--- src/rtl/frame_sequencer_pkg.sv ---
// Shared definitions for the image read path: state encoding, default frame
// geometry and delay constants, and width helpers.
package frame_sequencer_pkg;

  typedef enum logic [2:0] {
    STATE_IDLE  = 3'd0,
    STATE_VSYNC = 3'd1,
    STATE_HSYNC = 3'd2,
    STATE_DATA  = 3'd3,
    STATE_DONE  = 3'd4
  } state_e;

  localparam int DEF_IMAGE_WIDTH           = 768;
  localparam int DEF_IMAGE_HEIGHT          = 512;
  localparam int DEF_START_DELAY           = 100;
  localparam int DEF_HORIZONTAL_SYNC_DELAY = 160;
  localparam int DEF_ADDR_WIDTH            = 19;

  // Counter width that never collapses to zero bits for degenerate sizes.
  function automatic int width_of(input int n);
    if (n > 1) return $clog2(n);
    else       return 1;
  endfunction

  function automatic int max_of(input int a, input int b);
    if (a > b) return a;
    else       return b;
  endfunction

endpackage

--- src/rtl/frame_sequencer_sync_delay_counter.sv ---
// Loadable down-counter that stops at zero; times both the VSYNC and HSYNC
// phases of the frame sequencer.
module sync_delay_counter #(
  parameter int CNT_W = 8
) (
  input  logic             clk,
  input  logic             rst_n,
  input  logic             srst,
  input  logic             load,
  input  logic [CNT_W-1:0] load_value,
  output logic             zero
);

  logic [CNT_W-1:0] count_r;

  // Count register: load has priority over decrement, saturates at zero.
  always_ff @(posedge clk or negedge rst_n) begin
    if (!rst_n) begin
      count_r <= {CNT_W{1'b0}};
    end else if (srst) begin
      count_r <= {CNT_W{1'b0}};
    end else if (load) begin
      count_r <= load_value;
    end else if (count_r != {CNT_W{1'b0}}) begin
      count_r <= count_r - CNT_W'(1);
    end else begin
      count_r <= count_r;
    end
  end

  assign zero = (count_r == {CNT_W{1'b0}});

endmodule

--- src/rtl/frame_sequencer.sv ---
// Frame timing and address generator for the image read datapath: VSYNC
// start-up, per-row HSYNC gap, then pixel-pair beats addressed bottom-up.
module frame_sequencer
  import frame_sequencer_pkg::*;
#(
  parameter int IMAGE_WIDTH           = DEF_IMAGE_WIDTH,
  parameter int IMAGE_HEIGHT          = DEF_IMAGE_HEIGHT,
  parameter int START_DELAY           = DEF_START_DELAY,
  parameter int HORIZONTAL_SYNC_DELAY = DEF_HORIZONTAL_SYNC_DELAY,
  parameter int ADDR_WIDTH            = DEF_ADDR_WIDTH
) (
  input  logic                                  clk,
  input  logic                                  reset,
  input  logic                                  start_Req,
  input  logic                                  abort_Req,
  input  logic                                  pix_Ready,
  output logic                                  busy,
  output logic                                  vertical_Pulse,
  output logic                                  horizontal_Pulse,
  output logic                                  pix_Valid,
  output logic [ADDR_WIDTH-1:0]                 pix_Addr,
  output logic [width_of(IMAGE_HEIGHT)-1:0]     row_Index,
  output logic [width_of(IMAGE_WIDTH/2)-1:0]    col_Pair,
  output logic                                  frame_Done
);

  localparam int ROW_W = width_of(IMAGE_HEIGHT);
  localparam int COL_W = width_of(IMAGE_WIDTH / 2);
  localparam int CNT_W = width_of(max_of(START_DELAY, HORIZONTAL_SYNC_DELAY));
  localparam logic [ROW_W-1:0]      ROW_LAST   = ROW_W'(IMAGE_HEIGHT - 1);
  localparam logic [COL_W-1:0]      COL_LAST   = COL_W'(IMAGE_WIDTH / 2 - 1);
  localparam logic [ADDR_WIDTH-1:0] FRAME_BASE = ADDR_WIDTH'((IMAGE_HEIGHT - 1) * IMAGE_WIDTH);
  localparam logic [ADDR_WIDTH-1:0] ROW_STEP   = ADDR_WIDTH'(IMAGE_WIDTH);

  state_e                state_r, next_state_s;
  logic [ROW_W-1:0]      row_r, row_next_s;
  logic [COL_W-1:0]      col_r, col_next_s;
  logic [ADDR_WIDTH-1:0] base_r, base_next_s, addr_r, addr_next_s;
  logic                  busy_r, vpulse_r, hpulse_r, done_r;
  logic                  cnt_load_s, cnt_zero_s;
  logic [CNT_W-1:0]      cnt_value_s;

  sync_delay_counter #(.CNT_W(CNT_W)) u_delay (
    .clk        (clk),
    .rst_n      (reset),
    .srst       (abort_Req),
    .load       (cnt_load_s),
    .load_value (cnt_value_s),
    .zero       (cnt_zero_s)
  );

  // Next-state, counter and row-base update; abort overrides every transition.
  always_comb begin
    next_state_s = state_r;
    row_next_s   = row_r;
    col_next_s   = col_r;
    base_next_s  = base_r;
    cnt_load_s   = 1'b0;
    cnt_value_s  = {CNT_W{1'b0}};
    if (abort_Req) begin
      next_state_s = STATE_IDLE;
      row_next_s   = {ROW_W{1'b0}};
      col_next_s   = {COL_W{1'b0}};
      base_next_s  = {ADDR_WIDTH{1'b0}};
    end else begin
      case (state_r)
        STATE_IDLE: begin
          if (start_Req) begin
            next_state_s = STATE_VSYNC;
            cnt_load_s   = 1'b1;
            cnt_value_s  = CNT_W'(START_DELAY - 1);
            base_next_s  = FRAME_BASE;
          end else begin
            next_state_s = STATE_IDLE;
          end
        end
        STATE_VSYNC: begin
          if (cnt_zero_s) begin
            next_state_s = STATE_HSYNC;
            cnt_load_s   = 1'b1;
            cnt_value_s  = CNT_W'(HORIZONTAL_SYNC_DELAY - 1);
          end else begin
            next_state_s = STATE_VSYNC;
          end
        end
        STATE_HSYNC: begin
          if (cnt_zero_s) begin
            next_state_s = STATE_DATA;
            col_next_s   = {COL_W{1'b0}};
          end else begin
            next_state_s = STATE_HSYNC;
          end
        end
        STATE_DATA: begin
          if (!pix_Ready) begin
            next_state_s = STATE_DATA;
          end else if (col_r != COL_LAST) begin
            col_next_s = col_r + COL_W'(1);
          end else if (row_r == ROW_LAST) begin
            next_state_s = STATE_DONE;
          end else begin
            next_state_s = STATE_HSYNC;
            row_next_s   = row_r + ROW_W'(1);
            col_next_s   = {COL_W{1'b0}};
            base_next_s  = base_r - ROW_STEP;
            cnt_load_s   = 1'b1;
            cnt_value_s  = CNT_W'(HORIZONTAL_SYNC_DELAY - 1);
          end
        end
        STATE_DONE: begin
          next_state_s = STATE_IDLE;
          row_next_s   = {ROW_W{1'b0}};
          col_next_s   = {COL_W{1'b0}};
          base_next_s  = {ADDR_WIDTH{1'b0}};
        end
        default: begin
          next_state_s = STATE_IDLE;
          row_next_s   = {ROW_W{1'b0}};
          col_next_s   = {COL_W{1'b0}};
          base_next_s  = {ADDR_WIDTH{1'b0}};
        end
      endcase
    end
    addr_next_s = base_next_s + ADDR_WIDTH'({col_next_s, 1'b0});
  end

  // State, counters and outputs all register from the same next values.
  always_ff @(posedge clk or negedge reset) begin
    if (!reset) begin
      state_r  <= STATE_IDLE;
      row_r    <= {ROW_W{1'b0}};
      col_r    <= {COL_W{1'b0}};
      base_r   <= {ADDR_WIDTH{1'b0}};
      addr_r   <= {ADDR_WIDTH{1'b0}};
      busy_r   <= 1'b0;
      vpulse_r <= 1'b0;
      hpulse_r <= 1'b0;
      done_r   <= 1'b0;
    end else begin
      state_r  <= next_state_s;
      row_r    <= row_next_s;
      col_r    <= col_next_s;
      base_r   <= base_next_s;
      addr_r   <= addr_next_s;
      busy_r   <= (next_state_s != STATE_IDLE);
      vpulse_r <= (next_state_s == STATE_VSYNC);
      hpulse_r <= (next_state_s == STATE_DATA);
      done_r   <= (next_state_s == STATE_DONE);
    end
  end

  assign busy             = busy_r;
  assign vertical_Pulse   = vpulse_r;
  assign horizontal_Pulse = hpulse_r;
  assign pix_Valid        = hpulse_r;
  assign pix_Addr         = addr_r;
  assign row_Index        = row_r;
  assign col_Pair         = col_r;
  assign frame_Done       = done_r;

endmodule

--- config.mk ---
export PLATFORM = sky130hd
export DESIGN_NAME = frame_sequencer
export DESIGN_NICKNAME = d
export VERILOG_FILES = /design/src/rtl/frame_sequencer_pkg.sv /design/src/rtl/frame_sequencer_sync_delay_counter.sv /design/src/rtl/frame_sequencer.sv
export SDC_FILE = /design/constraint.sdc
export NUM_CORES = 1
export LEC_CHECK = 0
export ABC_AREA = 1
export CAP_MARGIN = 20
export CORE_UTILIZATION = 30
export DETAILED_ROUTE_END_ITERATION = 6
export PLACE_DENSITY_LB_ADDON = 0.1
export RECOVER_POWER = 100
export SKIP_LAST_GASP = 1
export SYNTH_ARGS = -nofsm -noshare
export SYNTH_HDL_FRONTEND = slang
export SYNTH_SLANG_ARGS = --single-unit
--- constraint.sdc ---
create_clock -name clk -period 3.8 [get_ports clk]
set_input_delay 0.76 -clock clk [delete_from_list [all_inputs] [get_ports clk]]
set_output_delay 0.76 -clock clk [all_outputs]
set_load 0.02 [all_outputs]
==> metrics.yaml <==
avgRoutedWirePerCell_um: 13.2
crit_top_cell: "inv_1"
grtUsageMet2: 0.259
mappedNetlistNets: 536
drc: 0
cellLeakagePower_nw: 2.63
hp-class: "reg2reg"
critPathKind: "reg2reg"
status: "finished, violations left"
synth.area.top_cells: "dfrtp_1, nand2_1, inv_1"
cp.buffers_inverters: 6
grt_setup_unrepaired: "yes"
synthTopCellsByCount: "nand2_1, inv_1, dfrtp_1"
setup-tns-final_ns: 0
die_y_um: 119
ys_seq_elements: 70
grtUsageTotal: 0.158
yosys.area.top_type_share: 0.429
grt_pass1_vias: 3597
arrival_ns: 3.67
skew_ns: 0.00435
dr.pass1.iters: 4
yosysTopAreaCell: "dfrtp_1"
vias: 3618
post-dp-hpwl_um: 7770
place_inst: 767
max-slew-margin-rel: -0.162
ant_nets: 0
slowest_delay_ns: 0.35
setup_viol: 0
tightestPinTransition_ns: 1.74
drive_gt1_frac: 0.177
nFillCells: 1382
rr_startpoint: "u_delay.count_r[0]"
path_delay_family: "simple AND/OR/NAND/NOR gates"
cts_root_buf: "clkbuf_16"
violations: "capacitance limit, slew limit"
grt_util_met1: 0.204
synthToLayoutAreaGrowth_pct: 31.2
drv_cap: 1
r2r-end: "pix_Addr[18]"
cts_tree: "done"
synth_ff_type: "dfrtp_1"
globalRouteOverflowTotal: 0
port_buffers: 46
post-route-period-util: 0.905
vdd_drop_max_mv: 0.158
core_um2: 13200
regArea_um2: 1750
syn_area_um2: 4090
clockBufferDepth: 2
hold_viol: 0
fin_crit_ns: 3.44
drt_wl_total_um: 10400
post-route-util: 0.405
yosysWarnings: 0
synthMostInstantiatedCell: "nand2_1"
cts_buffers: 9
synth_cell_type_count: 43
place_congestion: 0.802
p_total_w: 0.00250
crit_chain: "inv_1 > ha_1 > inv_1 > nor2_2 > nand4_1 > nor2_1 > nand2_1 > inv_1 > nor2_1 > nor2_1 > inv_1 > a21oi_1 > nor2_1 > ha_1 > inv_1 > nor3_2 > nand3_1 > o2111ai_2 > nand3_2 > nor2_4 > nand3_1 > nand2_1 > inv_1"
critPathLaunchType: "flip-flop"
ctsHoldBuffers: 0
initial_core_util: 0.308
grt_antenna_before_repair: 0
clkLatencyLatePin_ns: 0.34
grt_busiest_layer: "met2"
yosysSeqAreaShare: 0.429
drt_iter0_markers: 121
r2r_slack_ns: 0.36
die_x_um: 119
clock_sinks: 70
synth-edff-count: 0
grt_max_degree: 71
critPathLaunch: "u_delay.count_r[0]"
layoutNonFillerInstCount: 787
grt_pass1_wl_um: 17400
h-tree-depth: 3
setup.worst_path.end_class: "flip-flop"
placementRows: 42
finalMaxSlewViolations: 71
crit_end: "pix_Addr[18]"
reg2reg_depth: 23
whs_ns: 0.493
via_per_inst: 4.60
synthCells: 516
multi_input_area_um2: 2030
layout.nets: 627
clk_pin_slew_ns: 0.05
antenna_cells: 0
io_pins: 47
dieArea_um2: 14100
critical_path_depth: 23
cp_slowest_cell: "dfrtp_1"
crit_fanout: 7
synth_area_per_cell_um2: 7.92
postSynth.asyncResetShare: 1.00
use_met3: 0.0265
p_per_area_nw_per_um2: 467
fmax_ghz: 0.291
critPathRequiredTime_ns: 4.03
## sequential cells by signal (all words and copies together), names as in the netlist
register / count
u_delay.count_r: 8
row_Index: 9
horizontal_Pulse: 1
col_Pair: 9
busy: 1
frame_Done: 1
base_r: 18
state_r: 3
pix_Addr: 19
vertical_Pulse: 1
## layout make-up
type / count / share of cell area
clock inverters: 1 / 0.000934
clock buffers: 14 / 0.0493
inverters: 84 / 0.0588
multi-input cells: 354 / 0.379
flip-flops and latches: 70 / 0.327
well taps: 176 / 0.0411
repair buffers: 88 / 0.144
## worst register-to-register path, cell delays in order, from the launching register on
cell and delay (ns):
dfrtp_1 0.35, inv_1 0.12, ha_1 0.16, inv_1 0.05, nor2_2 0.12, nand4_1 0.12, nor2_1 0.15, nand2_1 0.11
inv_1 0.11, nor2_1 0.08, nor2_1 0.15, inv_1 0.15, a21oi_1 0.17, nor2_1 0.08, ha_1 0.35, inv_1 0.08
nor3_2 0.21, nand3_1 0.12, o2111ai_2 0.13, nand3_2 0.15, nor2_4 0.16, nand3_1 0.09, nand2_1 0.08, inv_1 0.04
## layer usage
metal	vias to the layer above	wire, um	part of all wire
li1	1854	-	-
met2	56	4960	0.48
met5	-	0	0
met1	1697	4890	0.47
met3	11	342	0.033
met4	0	174	0.017
## placed cells by master, fill, tap and decap left out, types with 4 or more instances in the layout
cell type / synthesis / final
o21ai_0: 27 / 26
dfrtp_1: 70 / 70
nor2_2: 3 / 6
nor2_1: 52 / 49
inv_1: 77 / 76
xor2_1: 14 / 14
clkbuf_1: 3 / 4
clkbuf_16: 0 / 9
nand2_1: 107 / 107
inv_2: 7 / 8
clkdlybuf4s50_1: 0 / 45
ha_1: 14 / 11
nand2_2: 9 / 9
nor3_1: 9 / 7
nand3_2: 7 / 7
nand3_1: 35 / 35
nand4_1: 12 / 12
buf_4: 2 / 38
a21oi_1: 29 / 29
## stage by stage
step                      instance area, um^2  setup WS, ns
after floorplan                          4090         0.179
after global placement                   5000       -0.0194
after detailed placement                 5000       -0.0809
after CTS                                5270        0.0955
after global routing                     5360       -0.0353
final                                    5360         0.360
## repair_timing
| item | 4_1_cts | 5_1_grt |
|---|---|---|
| resized for setup | 0 | 16 |
| setup endpoints to repair | 0 | 10 |
| buffers inserted | 0 | 5 |
## cells by family after synthesis
group,after synthesis,synth area share
flip-flops,70,0.429
buffers and inverters,92,0.0870
AND/OR/NAND/NOR,246,0.290
adder cells (fa/ha/maj),15,0.0478
AO/OA/AOI/OAI,77,0.112
XOR/XNOR,16,0.0343
## power breakdown
group / internal (W) / switching [W] / total (W)
registers: 0.000849 / 0.0000668 / 0.000916
logic: 0.000291 / 0.000520 / 0.000811
clock network: 0.000473 / 0.000301 / 0.000775
total: 0.00161 / 0.000888 / 0.00250
## worst min path at each step
| stage | startpoint | end | slack, ns | depth (start not counted) |
|---|---|---|---|---|
| after floorplan | reset | base_r[10] | 0.46 | 0 |
| after global placement | base_r[1] | base_r[1] | 0.49 | 2 |
| after detailed placement | base_r[1] | base_r[1] | 0.48 | 2 |
| after CTS | base_r[1] | base_r[1] | 0.50 | 2 |
| after global routing | base_r[5] | base_r[5] | 0.52 | 2 |
| final | base_r[5] | base_r[5] | 0.49 | 2 |
(Power assumes the default switching activity.)
